===== src/rtl/cpu_test_sequencer.sv =====
// cpu_test_sequencer: runs ROM-described cpu test programs back to back and reports pass/fail
module cpu_test_sequencer #(
  parameter int XLEN       = 32,
  parameter int IMEM_DEPTH = 64,
  parameter int NUM_TESTS  = 4,
  parameter int MAX_PROG   = 16,
  parameter int MAX_CHECKS = 8,
  parameter int RUN_CYCLES = 10,
  localparam int STRIDE = 1 + MAX_PROG + 2 * MAX_CHECKS,
  localparam int TV_AW  = $clog2(NUM_TESTS * STRIDE),
  localparam int IA_W   = $clog2(IMEM_DEPTH),
  localparam int FC_W   = $clog2(NUM_TESTS * MAX_CHECKS + 1),
  localparam int TW     = (NUM_TESTS > 1) ? $clog2(NUM_TESTS) : 1
) (
  input  logic             clk_i,
  input  logic             reset_i,
  input  logic             start_i,
  output logic [TV_AW-1:0] tv_addr_o,
  input  logic [XLEN-1:0]  tv_data_i,
  output logic             cpu_reset_o,
  output logic             imem_we_o,
  output logic [IA_W-1:0]  imem_waddr_o,
  output logic [XLEN-1:0]  imem_wdata_o,
  output logic [4:0]       rf_raddr_o,
  input  logic [XLEN-1:0]  rf_rdata_i,
  output logic             busy_o,
  output logic             done_o,
  output logic             pass_o,
  output logic [TW-1:0]    cur_test_o,
  output logic [FC_W-1:0]  fail_count_o,
  output logic [TW-1:0]    fail_test_o,
  output logic [4:0]       fail_reg_o,
  output logic [XLEN-1:0]  fail_got_o,
  output logic [XLEN-1:0]  fail_exp_o
);
  localparam int M1   = (IMEM_DEPTH > RUN_CYCLES) ? IMEM_DEPTH : RUN_CYCLES;
  localparam int M2   = (MAX_PROG > MAX_CHECKS) ? MAX_PROG + 1 : MAX_CHECKS + 1;
  localparam int CW   = $clog2(((M1 > M2) ? M1 : M2) + 1);
  localparam int PLW  = $clog2(MAX_PROG + 1);
  localparam int CCW  = $clog2(MAX_CHECKS + 1);
  typedef enum logic [2:0] {IDLE, HDR, CLEAR, LOAD, RUN, CHECK, NEXT, DONE} state_t;
  state_t state_q, state_d;
  logic [CW-1:0]    cnt_q, cnt_d;
  logic             phase_q, phase_d;
  logic [PLW-1:0]   plen_q, plen_d;
  logic [CCW-1:0]   ccnt_q, ccnt_d;
  logic [4:0]       ridx_q, ridx_d;
  logic [TW-1:0]    cur_q, cur_d;
  logic [FC_W-1:0]  fc_q, fc_d;
  logic [TW-1:0]    ft_q, ft_d;
  logic [4:0]       freg_q, freg_d;
  logic [XLEN-1:0]  fgot_q, fgot_d, fexp_q, fexp_d;
  logic [TV_AW-1:0] base;
  assign base         = TV_AW'(cur_q) * TV_AW'(STRIDE);
  assign cpu_reset_o  = state_q inside {IDLE, HDR, CLEAR, LOAD};
  assign busy_o       = !(state_q inside {IDLE, DONE});
  assign done_o       = state_q == DONE;
  assign pass_o       = done_o && fc_q == '0;
  assign cur_test_o   = cur_q;
  assign fail_count_o = fc_q;
  assign fail_test_o  = ft_q;
  assign fail_reg_o   = freg_q;
  assign fail_got_o   = fgot_q;
  assign fail_exp_o   = fexp_q;
  // next-state, ROM/imem/regfile addressing and result bookkeeping
  always_comb begin
    state_d = state_q;
    cnt_d = cnt_q;
    phase_d = phase_q;
    plen_d = plen_q;
    ccnt_d = ccnt_q;
    ridx_d = ridx_q;
    cur_d = cur_q;
    fc_d = fc_q;
    ft_d = ft_q;
    freg_d = freg_q;
    fgot_d = fgot_q;
    fexp_d = fexp_q;
    tv_addr_o = '0;
    imem_we_o = 1'b0;
    imem_waddr_o = '0;
    imem_wdata_o = '0;
    rf_raddr_o = '0;
    case (state_q)
      IDLE, DONE: if (start_i) begin
        state_d = HDR;
        cur_d = '0;
        fc_d = '0;
        ft_d = '0;
        freg_d = '0;
        fgot_d = '0;
        fexp_d = '0;
      end
      HDR: begin
        tv_addr_o = base;
        plen_d = (tv_data_i[31:16] > 16'(MAX_PROG)) ? PLW'(MAX_PROG) : PLW'(tv_data_i[31:16]);
        ccnt_d = (tv_data_i[15:0] > 16'(MAX_CHECKS)) ? CCW'(MAX_CHECKS) : CCW'(tv_data_i[15:0]);
        cnt_d = '0;
        state_d = CLEAR;
      end
      CLEAR: begin
        imem_we_o = 1'b1;
        imem_waddr_o = IA_W'(cnt_q);
        imem_wdata_o = XLEN'(32'h0000_0013);
        cnt_d = (cnt_q == CW'(IMEM_DEPTH - 1)) ? '0 : cnt_q + CW'(1);
        if (cnt_q == CW'(IMEM_DEPTH - 1)) state_d = (plen_q != '0) ? LOAD : RUN;
      end
      LOAD: begin
        tv_addr_o = base + TV_AW'(cnt_q) + TV_AW'(1);
        imem_we_o = 1'b1;
        imem_waddr_o = IA_W'(cnt_q);
        imem_wdata_o = tv_data_i;
        cnt_d = (cnt_q + CW'(1) == CW'(plen_q)) ? '0 : cnt_q + CW'(1);
        if (cnt_q + CW'(1) == CW'(plen_q)) state_d = RUN;
      end
      RUN: begin
        phase_d = 1'b0;
        cnt_d = (cnt_q == CW'(RUN_CYCLES - 1)) ? '0 : cnt_q + CW'(1);
        if (cnt_q == CW'(RUN_CYCLES - 1)) state_d = (ccnt_q != '0) ? CHECK : NEXT;
      end
      CHECK: begin
        tv_addr_o = base + TV_AW'(1 + MAX_PROG) + TV_AW'({cnt_q, phase_q});
        phase_d = !phase_q;
        if (!phase_q) ridx_d = tv_data_i[4:0];
        else begin
          rf_raddr_o = ridx_q;
          if (rf_rdata_i != tv_data_i) begin
            fc_d = (&fc_q) ? fc_q : fc_q + FC_W'(1);
            if (fc_q == '0) begin
              ft_d = cur_q;
              freg_d = ridx_q;
              fgot_d = rf_rdata_i;
              fexp_d = tv_data_i;
            end
          end
          cnt_d = (cnt_q + CW'(1) == CW'(ccnt_q)) ? '0 : cnt_q + CW'(1);
          if (cnt_q + CW'(1) == CW'(ccnt_q)) state_d = NEXT;
        end
      end
      NEXT: begin
        state_d = (cur_q == TW'(NUM_TESTS - 1)) ? DONE : HDR;
        cur_d = (cur_q == TW'(NUM_TESTS - 1)) ? cur_q : cur_q + TW'(1);
      end
      default: state_d = IDLE;
    endcase
  end
  // state and datapath registers
  always_ff @(posedge clk_i or posedge reset_i) begin
    if (reset_i) begin
      state_q <= IDLE;
      cnt_q <= '0;
      phase_q <= 1'b0;
      plen_q <= '0;
      ccnt_q <= '0;
      ridx_q <= '0;
      cur_q <= '0;
      fc_q <= '0;
      ft_q <= '0;
      freg_q <= '0;
      fgot_q <= '0;
      fexp_q <= '0;
    end else begin
      state_q <= state_d;
      cnt_q <= cnt_d;
      phase_q <= phase_d;
      plen_q <= plen_d;
      ccnt_q <= ccnt_d;
      ridx_q <= ridx_d;
      cur_q <= cur_d;
      fc_q <= fc_d;
      ft_q <= ft_d;
      freg_q <= freg_d;
      fgot_q <= fgot_d;
      fexp_q <= fexp_d;
    end
  end
endmodule


===== config.mk =====
export PLATFORM = sky130hd
export DESIGN_NAME = cpu_test_sequencer
export DESIGN_NICKNAME = d
export VERILOG_FILES = /design/src/rtl/cpu_test_sequencer.sv
export SDC_FILE = /design/constraint.sdc
export NUM_CORES = 1
export LEC_CHECK = 0
export ABC_CLOCK_PERIOD_IN_PS = 2900
export CAP_MARGIN = 20
export CORE_ASPECT_RATIO = 0.6
export CORE_MARGIN = 10
export CORE_UTILIZATION = 43
export CTS_CLUSTER_DIAMETER = 50
export DETAILED_ROUTE_END_ITERATION = 16
export PLACE_DENSITY = 0.8
export SLEW_MARGIN = 20
export SYNTH_ARGS = -nofsm -noshare
export SYNTH_HDL_FRONTEND = slang
export SYNTH_SLANG_ARGS = --single-unit

===== constraint.sdc =====
create_clock -name clk_i -period 2.9 [get_ports clk_i]
set_input_delay 0.435 -clock clk_i [delete_from_list [all_inputs] [get_ports clk_i]]
set_output_delay 0.435 -clock clk_i [all_outputs]
set_load 0.03 [all_outputs]

==> metrics.md <==
| Metric | Value |
|---|---|
| Non-filler cells in the finished layout | `1127` |
| Capturing point of the worst reg2reg path | `cnt_q[6]` |
| HP Class | `register to register` |
| CP delay by family, top | `adder cells` |
| Final Hold Fails | `0` |
| Pin count of the biggest net entering global routing | `105` |
| Post-synth top area cell | `dfrtp_1` |
| Hpwl dp | `18100 µm` |
| Peak per-stage delay on the critical path | `0.46 ns` |
| Hold Path Sink | `fail_exp_o[6]` |
| Seq. cell area | `0.00261 mm²` |
| Classification of the worst setup path | `register to primary output` |
| Period Utilization, post-route | `99.2%` |
| Pins Over Slew Limit | `0` |
| Yosys warns | `0` |
| CP Max Fanout | `4` |
| EDFF count, synth | `0` |
| Worst Path Required | `2.47 ns` |
| Worst R2R Start | `cnt_q[2]` |
| Clock tree from TritonCTS | `yes` |
| Clock Tree Root | `clkbuf_16` |
| Fin nets | `1012` |
| Clk pwr share | `43.3%` |
| Min cycle time layout | `2.88 ns` |
| Clk slew on worst S/H paths | `0.07 ns` |
| Sequential Power Share | `47.8%` |
| Switching Share | `23.0%` |
| Crit. Startpoint | `cur_test_o[1]` |
| Slew headroom | `36.1%` |
| Placed instance count | `1108` |
| RSZ-0062 raised after global routing | `true` |
| Die Span Y | `116 µm` |
| First-pass GRT wire length | `35500 µm` |
| Vias in the first global route | `5971` |
| Slowest-stage cell, CP | `dfrtp_2` |
| Mapped cell area | `0.00656 mm²` |
| Final GP Congestion | `0.959` |
| Number of fill cells | `1193` |
| Maximum vdd drop | `311 µV` |
| Final setup violation count | `0` |
| Drt wl/cell | `20.6 µm` |
| Fraction of the yosys area taken by sequential cells | `39.7%` |
| Worst endpoint data arrival time | `2.44 ns` |
| Max clock buf depth | `2` |
| Syn nets | `787` |
| Ratio of cells with drive above 1 in the final layout | `16.8%` |
| Crit path capture type | `primary output` |
| Die Wd | `179 µm` |
| Grt ovf | `0` |
| Crit-path cells | `ha_4, ha_4, fa_2, nand3_2, buf_4, xor2_1, a22oi_1, o21ai_1, buf_12` |
| Area Overhead vs Synth | `43.7%` |
| Num ports | `202` |
| Pint | `2.34 mW` |
| Pwr Density | `323 mW/mm²` |
| Final wirelength | `23200 µm` |
| Leak | `4.76 nW` |
| Num CTS Buffers | `9` |
| Cell count of the worst hold path | `2` |
| FMAX | `0.347 GHz` |
| Syn Area/Cell | `9.36 µm²` |
| Final ANT Viol Nets | `0` |
| Yosys top cell area share | `39.7%` |
| Worst Setup Start Kind | `register` |
| Synthesis-stage register bit count | `104` |
| Clk sinks | `104` |
| Asr flop ratio synth | `100%` |
| GRT Util Overall | `21.8%` |
| Top_reg_cell synth | `dfrtp_1` |
| First-pass DRT Iterations | `6` |
| Most used cell, CP | `ha_4` |
| Clk_lat worst skew | `0.35 ns` |
| Outcome | `finished clean` |
| Final Util | `64.0%` |
| Antenna violations before repair | `0` |
| Overall Power | `3.05 mW` |
| Fin Hold WS | `0.520 ns` |
| Synth area leaders | `dfrtp_1, mux2i_1, xnor2_1, nand2_1, inv_1` |
| FP Rows | `34` |
| Clk_skew | `0.00937 ns` |
| CTS H-Tree Depth | `3` |
| Distinct cells, synth | `62` |
| Comb pwr share | `8.9%` |
| FF-to-FF path depth | `6` |
| Hold Buf Count CTS | `0` |
| Starting DRT DRC Count | `712` |
| N_diodes | `0` |
| Initial Util | `44.5%` |
| Worst-Margin Slew | `0.951 ns` |
| Post-Syn Instances | `700` |
| Max-cap violations | `0` |
| Port Buf Inserts | `201` |
| FF-to-FF setup slack | `0.22 ns` |
| Die ar. | `0.0207 mm²` |
| Drt via density | `5.40` |
| Critical path buffers and inverters | `2` |
| P_sw | `0.700 mW` |
| Area of the multi-input gates | `0.00345 mm²` |
| Vias | `6089` |
| Worst hold start | `fail_exp_o[6]` |
| CORE AREA | `0.0147 mm²` |
| Drt drc | `0` |
worst reg2reg max path: stages, from the launching register on:
cell     delay, ns
dfrtp_1       0.70
and3_4        0.34
and4b_2       0.25
o31ai_1       0.80
o31a_2        0.31
a21o_1        0.12
a22o_1        0.12
registers in the layout, summed over array words and instances (netlist names), 2 cells and up:
name / flops
fail_got_o: 32
fail_test_o: 2
ccnt_q: 4
plen_q: 5
fail_count_o: 6
fail_reg_o: 5
cnt_q: 7
cur_test_o: 2
ridx_q: 5
state_q: 3
fail_exp_o: 32
metal layers:
metal,track usage [%],vias to the layer above,part of all wire (%)
met5,0,-,0
met4,2.34,0,0.27
met3,7.57,9,12
met2,31.2,308,42
met1,31.8,2956,46
li1,-,2816,-
worst max path at each step:
stage | cells past startpoint | endpoint
floorplan | 8 | tv_addr_o[7]
global route | 11 | tv_addr_o[7]
CTS | 9 | tv_addr_o[7]
finish | 9 | tv_addr_o[5]
detailed placement | 9 | fail_reg_o[4]
global placement | 8 | fail_count_o[1]
cell type report:
class | count | area share, %
clock buffers | 10 | 2.43
clock inverters | 5 | 0.877
inverters | 85 | 3.43
multi-input cells | 471 | 36.6
flip-flops and latches | 104 | 27.7
well taps | 198 | 2.63
repair buffers | 254 | 26.3
logic make-up after synthesis:
| group | after synthesis | share of synthesized area [%] |
|---|---|---|
| AND/OR/NAND/NOR | 229 | 17.5 |
| buffers and inverters | 125 | 8.88 |
| flip-flops | 104 | 39.7 |
| AO/OA/AOI/OAI | 88 | 9.95 |
| multiplexers | 81 | 12.8 |
| XOR/XNOR | 53 | 7.20 |
| adder cells (fa/ha/maj) | 20 | 4.05 |
synthesized netlist by cell type, types with 12 or more instances:
| master | count |
|---|---|
| a21oi_1 | 18 |
| and3_1 | 37 |
| clkbuf_1 | 21 |
| dfrtp_1 | 104 |
| ha_1 | 18 |
| inv_1 | 85 |
| mux2i_1 | 70 |
| nand2_1 | 93 |
| nand3_1 | 12 |
| nor2_1 | 26 |
| o21ai_0 | 14 |
| xnor2_1 | 45 |
power by group through the flow:
stage	clock network [mW]	logic, mW	registers [mW]
after floorplan	0	0.0715	1.48
after global placement	0	0.266	1.48
after detailed placement	0	0.268	1.48
after CTS	1.33	0.269	1.46
after global routing	1.38	0.286	1.46
final	1.32	0.270	1.46
through the flow:
step                TNS [ns]  setup WS, ns  instance area [µm²]
finish                     0        0.0223                 9420
global route          -0.106       -0.0459                 9420
CTS                        0      0.000306                 9330
detailed placement     -2.69        -0.117                 9010
global placement       -3.57        -0.151                 9010
floorplan                  0         0.170                 6570
placed cells by master (no fill, tap or decap), types with 4 or more instances in the layout:
cell	synthesis	routed
clkdlybuf4s50_1	0	157
xor2_1	7	7
inv_1	85	82
dfrtp_1	104	101
mux2i_1	70	70
and2_1	6	6
nor2b_1	5	5
o21ai_0	14	10
buf_12	0	13
nor3_1	8	8
nand4_1	11	11
buf_4	8	82
xnor2_1	45	45
a32o_1	4	4
a31oi_1	6	6
nand3_1	12	10
a22o_1	8	8
mux2_2	8	8
and3_1	37	37
o22ai_1	6	5
nand2_1	93	93
a21oi_1	18	17
o21ai_1	0	4
ha_1	18	14
clkbuf_16	0	10
nand2b_1	6	5
nor2_1	26	26
nor4_1	9	9
timing repair:
action                                  CTS  global route
endpoints found under the setup margin    3             4
resized for setup                         6            15
buffers inserted                          0             4
gates cloned                              0             0
pin swaps                                 2             8
Power figures use the tool's default switching activity.
